File: config.mk
export PLATFORM = sky130hd
export DESIGN_NAME = seq_det_scheduler
export DESIGN_NICKNAME = d
export VERILOG_FILES = /design/src/rtl/seq_det_pkg.sv /design/src/rtl/seq_det_core.sv /design/src/rtl/seq_det_scheduler.sv
export SDC_FILE = /design/constraint.sdc
export NUM_CORES = 1
export LEC_CHECK = 0
export ABC_AREA = 0
export BUFFER_PORTS_ARGS = -buffer_cell sky130_fd_sc_hd__buf_2
export CORE_MARGIN = 1
export CORE_UTILIZATION = 53
export DETAILED_ROUTE_END_ITERATION = 7
export HOLD_SLACK_MARGIN = 0.12
export PLACE_DENSITY = 0.79
export SETUP_SLACK_MARGIN = 0.05
export SLEW_MARGIN = 15
export SYNTH_ARGS = -nofsm -noshare
export SYNTH_HDL_FRONTEND = slang
export SYNTH_SLANG_ARGS = --single-unit
File: constraint.sdc
create_clock -name clk -period 2.74 [get_ports clk]
set_input_delay 0 -clock clk [delete_from_list [all_inputs] [get_ports clk]]
set_output_delay 0 -clock clk [all_outputs]
set_load 0.03 [all_outputs]
File: src/rtl/seq_det_pkg.sv
// Shared types and defaults for the sequence-detect scheduler.
// State encoding, default geometry and counter sizing helper.
package seq_det_pkg;

  typedef enum logic [1:0] {
    IDLE   = 2'd0,
    SHIFT  = 2'd1,
    REPORT = 2'd2
  } state_t;

  localparam int         DEF_W   = 16;
  localparam int         DEF_PW  = 8;
  localparam logic [7:0] DEF_PAT = 8'b0101_0101;

  // Bits needed to hold 0..(w-pw+1) matches.
  function automatic int cnt_width(input int w, input int pw);
    return $clog2(w - pw + 2);
  endfunction

endpackage

File: src/rtl/seq_det_core.sv
// Serial pattern detector: shifts one bit per enabled cycle and compares.
// Ports: clk, rst, clr (new word), en, sbit, pattern, armed -> match.
module seq_det_core
  import seq_det_pkg::*;
#(
  parameter int PW = DEF_PW
) (
  input  logic          clk,
  input  logic          rst,
  input  logic          clr,
  input  logic          en,
  input  logic          sbit,
  input  logic [PW-1:0] pattern,
  input  logic          armed,
  output logic          match
);

  // Only PW-1 bits of history are stored; the incoming bit completes the window.
  logic [PW-2:0] hist;
  logic [PW-1:0] nh;

  assign nh    = {hist, sbit};
  assign match = en && armed && (nh == pattern);

  always_ff @(posedge clk) begin
    if (rst || clr) begin
      hist <= '0;
    end else if (en) begin
      hist <= nh[PW-2:0];
    end
  end

endmodule

File: src/rtl/seq_det_scheduler.sv
// Round-robin share of one serial detector between two word requesters.
// Ports: req0/req1 valid/data/ready, cfg_we/cfg_pat, busy, res_valid/id/count/hit.
module seq_det_scheduler
  import seq_det_pkg::*;
#(
  parameter int          W   = DEF_W,
  parameter int          PW  = DEF_PW,
  parameter logic [PW-1:0] PAT = PW'(DEF_PAT),
  parameter int          CW  = 5
) (
  input  logic          clk,
  input  logic          rst,
  input  logic          req0_valid,
  input  logic [W-1:0]  req0_data,
  output logic          req0_ready,
  input  logic          req1_valid,
  input  logic [W-1:0]  req1_data,
  output logic          req1_ready,
  input  logic          cfg_we,
  input  logic [PW-1:0] cfg_pat,
  output logic          busy,
  output logic          res_valid,
  output logic          res_id,
  output logic [CW-1:0] res_count,
  output logic          res_hit
);

  localparam int IW = $clog2(W);
  localparam logic [IW-1:0] LAST = IW'(W - 1);
  localparam logic [IW-1:0] ARM  = IW'(PW - 1);

  state_t        state, state_n;
  logic          accept;
  logic          last_id;
  logic          gnt_id;
  logic          cur_id;
  logic [W-1:0]  sr;
  logic [IW-1:0] idx;
  logic [CW-1:0] cnt;
  logic [CW-1:0] cnt_n;
  logic [PW-1:0] pattern;
  logic          shifting;
  logic          armed;
  logic          match;

  // Contention goes to whoever was not served last.
  assign gnt_id = (req0_valid && req1_valid) ? ~last_id : req1_valid;

  always_comb begin
    state_n = state;
    accept  = 1'b0;
    unique case (state)
      IDLE: begin
        if (req0_valid || req1_valid) begin
          accept  = 1'b1;
          state_n = SHIFT;
        end
      end
      SHIFT: begin
        if (idx == LAST) state_n = REPORT;
      end
      REPORT:  state_n = IDLE;
      default: state_n = IDLE;
    endcase
  end

  always_ff @(posedge clk) begin
    if (rst) state <= IDLE;
    else     state <= state_n;
  end

  assign req0_ready = accept && !gnt_id;
  assign req1_ready = accept && gnt_id;
  assign busy       = (state != IDLE);
  assign res_valid  = (state == REPORT);

  assign shifting = (state == SHIFT);
  assign armed    = (idx >= ARM);
  assign cnt_n    = cnt + CW'(match);

  seq_det_core #(
    .PW(PW)
  ) u_core (
    .clk     (clk),
    .rst     (rst),
    .clr     (accept),
    .en      (shifting),
    .sbit    (sr[W-1]),
    .pattern (pattern),
    .armed   (armed),
    .match   (match)
  );

  always_ff @(posedge clk) begin
    if (rst) begin
      last_id   <= 1'b1;
      pattern   <= PAT;
      cur_id    <= 1'b0;
      sr        <= '0;
      idx       <= '0;
      cnt       <= '0;
      res_id    <= 1'b0;
      res_count <= '0;
      res_hit   <= 1'b0;
    end else begin
      // Pattern only moves between jobs; a same-cycle accept sees it.
      if (state == IDLE && cfg_we) pattern <= cfg_pat;
      if (accept) begin
        sr      <= gnt_id ? req1_data : req0_data;
        cur_id  <= gnt_id;
        last_id <= gnt_id;
        idx     <= '0;
        cnt     <= '0;
      end else if (shifting) begin
        sr  <= sr << 1;
        idx <= idx + IW'(1);
        cnt <= cnt_n;
        // Results are captured on the last bit and held until the next one.
        if (idx == LAST) begin
          res_id    <= cur_id;
          res_count <= cnt_n;
          res_hit   <= (cnt_n != '0);
        end
      end
    end
  end

endmodule
**Yosys cells after proc, flatten, opt, wreduce, memory -nomap -nowiden**

Cells that the tools add are included.

- Output and inout port bits: 11
- Input port bits: 45
- Word-level logic and storage cells: 47
- Register bits: 51

- Muxes and demuxes: 9
- Reduce and logical (&&, ||, !) cells: 16
- Magnitude comparators: 1
- Equality and inequality tests: 6
- Bitwise operators: 2
- $add $sub $neg: 2

Operators with widths:

| operator | number |
|---|---|
| 2-to-1 mux 16 bit | 3 |
| == test 8 bit | 1 |
| logical AND 1 bit | 6 |
| adder 5 x 1 -> 5 bit | 1 |
| nonzero test 5 bit | 1 |
| adder 4 x 1 -> 4 bit, second input constant | 1 |
| == test 4 bit, second input constant | 1 |
| >= comparator 4 x 3 -> 1 bit, second input constant | 1 |
| 2-to-1 mux 2 bit | 2 |
| != test 2 bit, second input constant | 2 |
| one-hot mux 2 bit (2 select lines) | 1 |
| nonzero test 2 bit | 2 |
| 2-to-1 mux 1 bit | 3 |
| AND reduction 3 bit | 1 |
| == test 2 x 1 -> 1 bit, second input constant | 1 |
| == test 2 bit, second input constant | 1 |
| logical NOT 2 bit | 1 |
| logical OR 1 bit | 2 |
| inverter 1 bit | 2 |
| AND reduction 2 bit | 1 |
| OR reduction 2 bit | 1 |
| logical NOT 1 bit | 1 |

**Longest topological paths before layout**

- Depth after elaboration: 5
- Depth in mapped cells: 10
- Gate-level depth less buffers: 10

**By module**

From an unflattened synthesis, not the netlist that was laid out.

- Cells, all modules: 263
- Area total of the unflattened synthesis: 2391.0 um^2

Modules (own cells, without submodules):

| module | area each (um^2) | times used | sequential area each (um^2) | cells each |
|---|---|---|---|---|
| seq_det_scheduler | 2039.5 | 1 | 880.8 | 227 |
| seq_det_core | 351.6 | 1 | 140.1 | 36 |

**Least setup slack after synthesis**

OpenSTA, ideal clock, no wires.

- Kind: register to register
- Start: register idx[0]
- End: register res_hit
- Path buffers: 0
- Arrival time: 2.237 ns
- Cell stages (with the launch flop): 11
- Period minus slack after synthesis: 2.323 ns
- Slack: 0.417 ns
- Data required time: 2.654 ns
- Library setup time: 0.086 ns
- Path through: dfxtp_1 > ha_1 > a21oi_1 > or4_1 > nor4_1 > ha_1 > ha_1 > nand3_1 > xnor2_1 > nor2_1 > a211oi_1

- Longest elaborated chain between the ends: 5
- Elaborated cells on any way between the ends: 7
- Those cells by class: 1 x add/sub; 1 x order compare; 1 x eq/ne; 4 x reduce/logical

RTL lines:

| item | RTL line | RTL |
|---|---|---|
| start, declared | seq_det_scheduler.sv:38 | `logic [IW-1:0] idx;` |
| start signal, assigned | seq_det_scheduler.sv:116 | `idx <= idx + IW'(1);` |
| >= comparator 4 x 3 -> 1 bit | seq_det_scheduler.sv:78 | `assign armed = (idx >= ARM);` |
| logical AND 1 bit (2 in series) | seq_det_core.sv:23 | `assign match = en && armed && (nh == pattern);` |
| adder 5 x 1 -> 5 bit | seq_det_scheduler.sv:79 | `assign cnt_n = cnt + CW'(match);` |
| nonzero test 5 bit | seq_det_scheduler.sv:122 | `res_hit <= (cnt_n != '0);` |
| end signal, assigned | seq_det_scheduler.sv:122 |  |
| end, declared | seq_det_scheduler.sv:25 | `output logic res_hit` |

Parallel ways exist; a longest one is shown, timed or not.
A chain may end at the register's enable or synchronous reset.

**Worst setup path after layout**

- Start: register idx[1]
- End: register res_hit

- Longest elaborated chain between the ends: 5
- Elaborated cells on any way between the ends: 7
- Those cells by class: 1 x add/sub; 1 x order compare; 1 x eq/ne; 4 x reduce/logical

RTL lines:

| item | RTL line | RTL |
|---|---|---|
| >= comparator 4 x 3 -> 1 bit | seq_det_scheduler.sv:78 |  |
| logical AND 1 bit (2 in series) | seq_det_core.sv:23 |  |
| adder 5 x 1 -> 5 bit | seq_det_scheduler.sv:79 |  |
| net cnt_n[1] | seq_det_scheduler.sv:40 | `logic [CW-1:0] cnt_n;` |
| nonzero test 5 bit | seq_det_scheduler.sv:122 |  |

The timed path passes the listed nets, and every way through them passes these cells.

==> results.sh <==
export IMPL_drt_wl_total_um=5530
export IMPL_internal_power_mw=1.19
export IMPL_cts_tree="built"
export IMPL_rsz0062_at_grt="no"
export IMPL_worstPathRequired_ns=2.90
export IMPL_synthFlopType="dfxtp_1"
export IMPL_cts_inserted_buffers=5
export IMPL_drc=0
export IMPL_grt_pass1_vias=2060
export IMPL_cts_setup_buffers=0
export IMPL_crit_arrival_ns=2.69
export IMPL_syn_area_sq_um=2380
export IMPL_syn_nets=320
export IMPL_fin_nets=408
export IMPL_p_per_area_nw_per_um2=505
export IMPL_routabilityCongestion=0.778
export IMPL_hp_start="cfg_we"
export IMPL_register_area_sq_um=1020
export IMPL_synth_seq_cells=51
export IMPL_drtIter0Drc=112
export IMPL_period_minus_slack_ns=2.53
export IMPL_die_w_um=69.0
export IMPL_grt_max_degree=37
export IMPL_synth_edff_count=0
export IMPL_clk_latency_ns=0.30
export IMPL_wl_per_cell_um=13.4
export IMPL_utilization=0.751
export IMPL_row_count=23
export IMPL_total_power_mw=1.57
export IMPL_ff2ff_path_depth=8
export IMPL_hold_slack_ns=0.146
export IMPL_synth_compound_area_frac=0.186
export IMPL_crit_path_start_kind="register"
export IMPL_cp_max_fo=3
export IMPL_setup_viol=0
export IMPL_coreArea_sq_um=4140
export IMPL_place_ws_ns=0.246
export IMPL_finClkSkew_ns=0.00721
export IMPL_ctsLongestPathBuffers=2
export IMPL_synthAdderAreaFrac=0.0158
export IMPL_power_leakage_nw=1.24
export IMPL_start_util=0.574
export IMPL_critPathLaunch="idx[1]$_SDFFE_PP0P_"
export IMPL_syn_inst=272
export IMPL_synth_top_family_by_area="simple AND/OR/NAND/NOR gates"
export IMPL_ioPinCount=56
export IMPL_switching_share=0.240
export IMPL_grt_pass1_wl_um=8690
export IMPL_final_hold_viol_count=0
export IMPL_port_buffers=55
export IMPL_seqPwrFrac=0.509
export IMPL_htree_levels=2
export IMPL_synthMuxAreaShare=0
export IMPL_ir_worst_vdd_mv=0.283
export IMPL_layout_setup_ws_ns=0.214
export IMPL_ys_types=38
export IMPL_drv_cap=0
export IMPL_final_antenna_net_count=0
export IMPL_power_switching_uw=377
export IMPL_crit_end="res_hit$_SDFFE_PP0P_"
export IMPL_path_clk_slew_ns=0.09
export IMPL_fp_dieH_um=69.0
export IMPL_clock_power_share=0.341
export IMPL_pwr_share_comb=0.150
export IMPL_dp_hpwl_um=3310
export IMPL_drive_above_1_share=0.247
export IMPL_dr_pass1_iters=4
export IMPL_cts_root_buf="clkbuf_8"
export IMPL_yosys_warnings=0
export IMPL_seq_area_frac_synth=0.429
export IMPL_status="finished clean"
export IMPL_slew_headroom=0.593
export IMPL_diodes=0
export IMPL_area_delta_synth_final_pct=30.9
export IMPL_crit_type="reg2reg"
export IMPL_slew_violations=0
export IMPL_syn_area_per_cell_sq_um=8.74
export IMPL_overflow=0
export IMPL_r2r_start="idx[1]$_SDFFE_PP0P_"
export IMPL_post_route_period_util=0.922
export IMPL_multiInputGateArea_sq_um=1190
export IMPL_die_area_sq_um=4760
export IMPL_final_fill_count=293
export IMPL_finalSetupTns_ns=0
export IMPL_min_path_cells=4
export IMPL_antenna_found_initial=0
export IMPL_synth_xor_area_frac=0.0626
export IMPL_cts_sinks=51
export IMPL_fmax_mhz=396
export IMPL_hp_class="in2reg"
export IMPL_r2r_end="res_hit$_SDFFE_PP0P_"
export IMPL_synth_async_reset_ratio=0
export IMPL_ff2ff_setup_slack_ns=0.21
export IMPL_crit_path_end_kind="register"
export IMPL_tightest_slew_ns=0.611
export IMPL_grt_usage=0.246
export IMPL_synth_simple_area_share=0.232
export IMPL_via_per_inst=5.37
export IMPL_route_vias_total=2209
-- power by group through the flow --
stage               sequential, mW  combinational [mW]  clock (mW)
floorplan                    0.807               0.140           0
global placement             0.813               0.177           0
detailed placement           0.814               0.180           0
CTS                          0.797               0.229       0.541
global route                 0.802               0.259       0.568
finish                       0.799               0.236       0.535
-- metal layers --
| metal | wire (um) | track usage |
|---|---|---|
| met3 | 247 | 0.0345 |
| met1 | 2340 | 0.307 |
| met5 | 0 | 0 |
| met4 | 20 | 0.0842 |
| met2 | 2920 | 0.428 |
-- cell usage in the layout (no fill, tap or decap), drive strengths merged, types with 4 or more instances in the layout --
| cell type | instances |
|---|---|
| a311oi | 15 |
| a22oi | 15 |
| clkbuf | 6 |
| nor2 | 37 |
| nand3b | 4 |
| nand2 | 60 |
| a21oi | 19 |
| xor2 | 9 |
| nor3 | 6 |
| dfxtp | 51 |
| dlygate4sd3 | 39 |
| xnor2 | 8 |
| buf | 60 |
-- through the flow --
step,area (sq um),instances
after global placement,2590,364
after CTS,3090,410
after floorplan,2380,272
after detailed placement,2590,364
after global routing,3110,411
final,3110,411
-- worst max-delay path, stage by stage, from the launching register on --
cell,delay (ns)
dfxtp_1,0.36
ha_1,0.19
a21oi_1,0.07
or4_1,0.54
nor4_2,0.30
ha_2,0.23
ha_2,0.28
nor4_1,0.31
a211oi_1,0.12
-- synth_stat cells, types with 2 or more instances --
| library cell | instances | area [sq um] |
|---|---|---|
| xor2_1 | 9 | 78.8 |
| nand2_1 | 60 | 225 |
| clkbuf_1 | 6 | 22.5 |
| inv_1 | 3 | 11.3 |
| nand4_1 | 3 | 18.8 |
| nand3_1 | 3 | 15.0 |
| a22oi_2 | 9 | 113 |
| nor4_1 | 2 | 12.5 |
| clkbuf_8 | 6 | 82.6 |
| buf_6 | 2 | 22.5 |
| a21oi_1 | 19 | 95.1 |
| nor2_1 | 36 | 135 |
| nor2b_1 | 2 | 12.5 |
| nor3_1 | 6 | 30.0 |
| a22oi_1 | 6 | 45.0 |
| nand3b_1 | 4 | 30.0 |
| or2_2 | 2 | 12.5 |
| a311oi_1 | 15 | 131 |
| dfxtp_1 | 51 | 1020 |
| xnor2_1 | 8 | 70.1 |
| ha_1 | 3 | 37.5 |
-- worst min path at each step --
stage / endpoint
2_1_floorplan: pattern[0]$_SDFFE_PP1P_
3_3_place_gp: pattern[6]$_SDFFE_PP1P_
3_5_place_dp: pattern[6]$_SDFFE_PP1P_
4_1_cts: sr[1]$_SDFFE_PP0P_
5_1_grt: pattern[1]$_SDFFE_PP0P_
6_report: pattern[7]$_SDFFE_PP0P_
-- sequential cells by signal, summed over array words and instances (netlist names) --
register / flops
state: 2
cur_id: 1
last_id: 1
res_hit: 1
sr: 16
u_core.hist: 7
res_count: 5
pattern: 8
idx: 4
cnt: 5
res_id: 1
-- cells by family (layout without fill, tap and decap cells) --
kind of cell	count (synthesis)	in the layout
buffers and inverters	21	110
AND/OR/NAND/NOR	124	124
flip-flops	51	51
adder cells (fa/ha/maj)	3	3
AO/OA/AOI/OAI	56	56
XOR/XNOR	17	17
-- cell type report --
class,instances,share of cell area
clock buffer,6,0.0265
clock inverter,2,0.0113
inverter,3,0.00362
multi-input combinational,200,0.384
sequential,51,0.329
tap,50,0.0201
timing repair buffer,99,0.226
-- repair_timing --
| item | CTS | global route |
|---|---|---|
| hold endpoints to repair | 25 | 1 |
| gates resized for setup | 0 | 4 |
| setup endpoints to repair | 0 | 2 |
| hold buffers | 38 | 1 |
No activity file was read; power rests on OpenSTA's default activity.
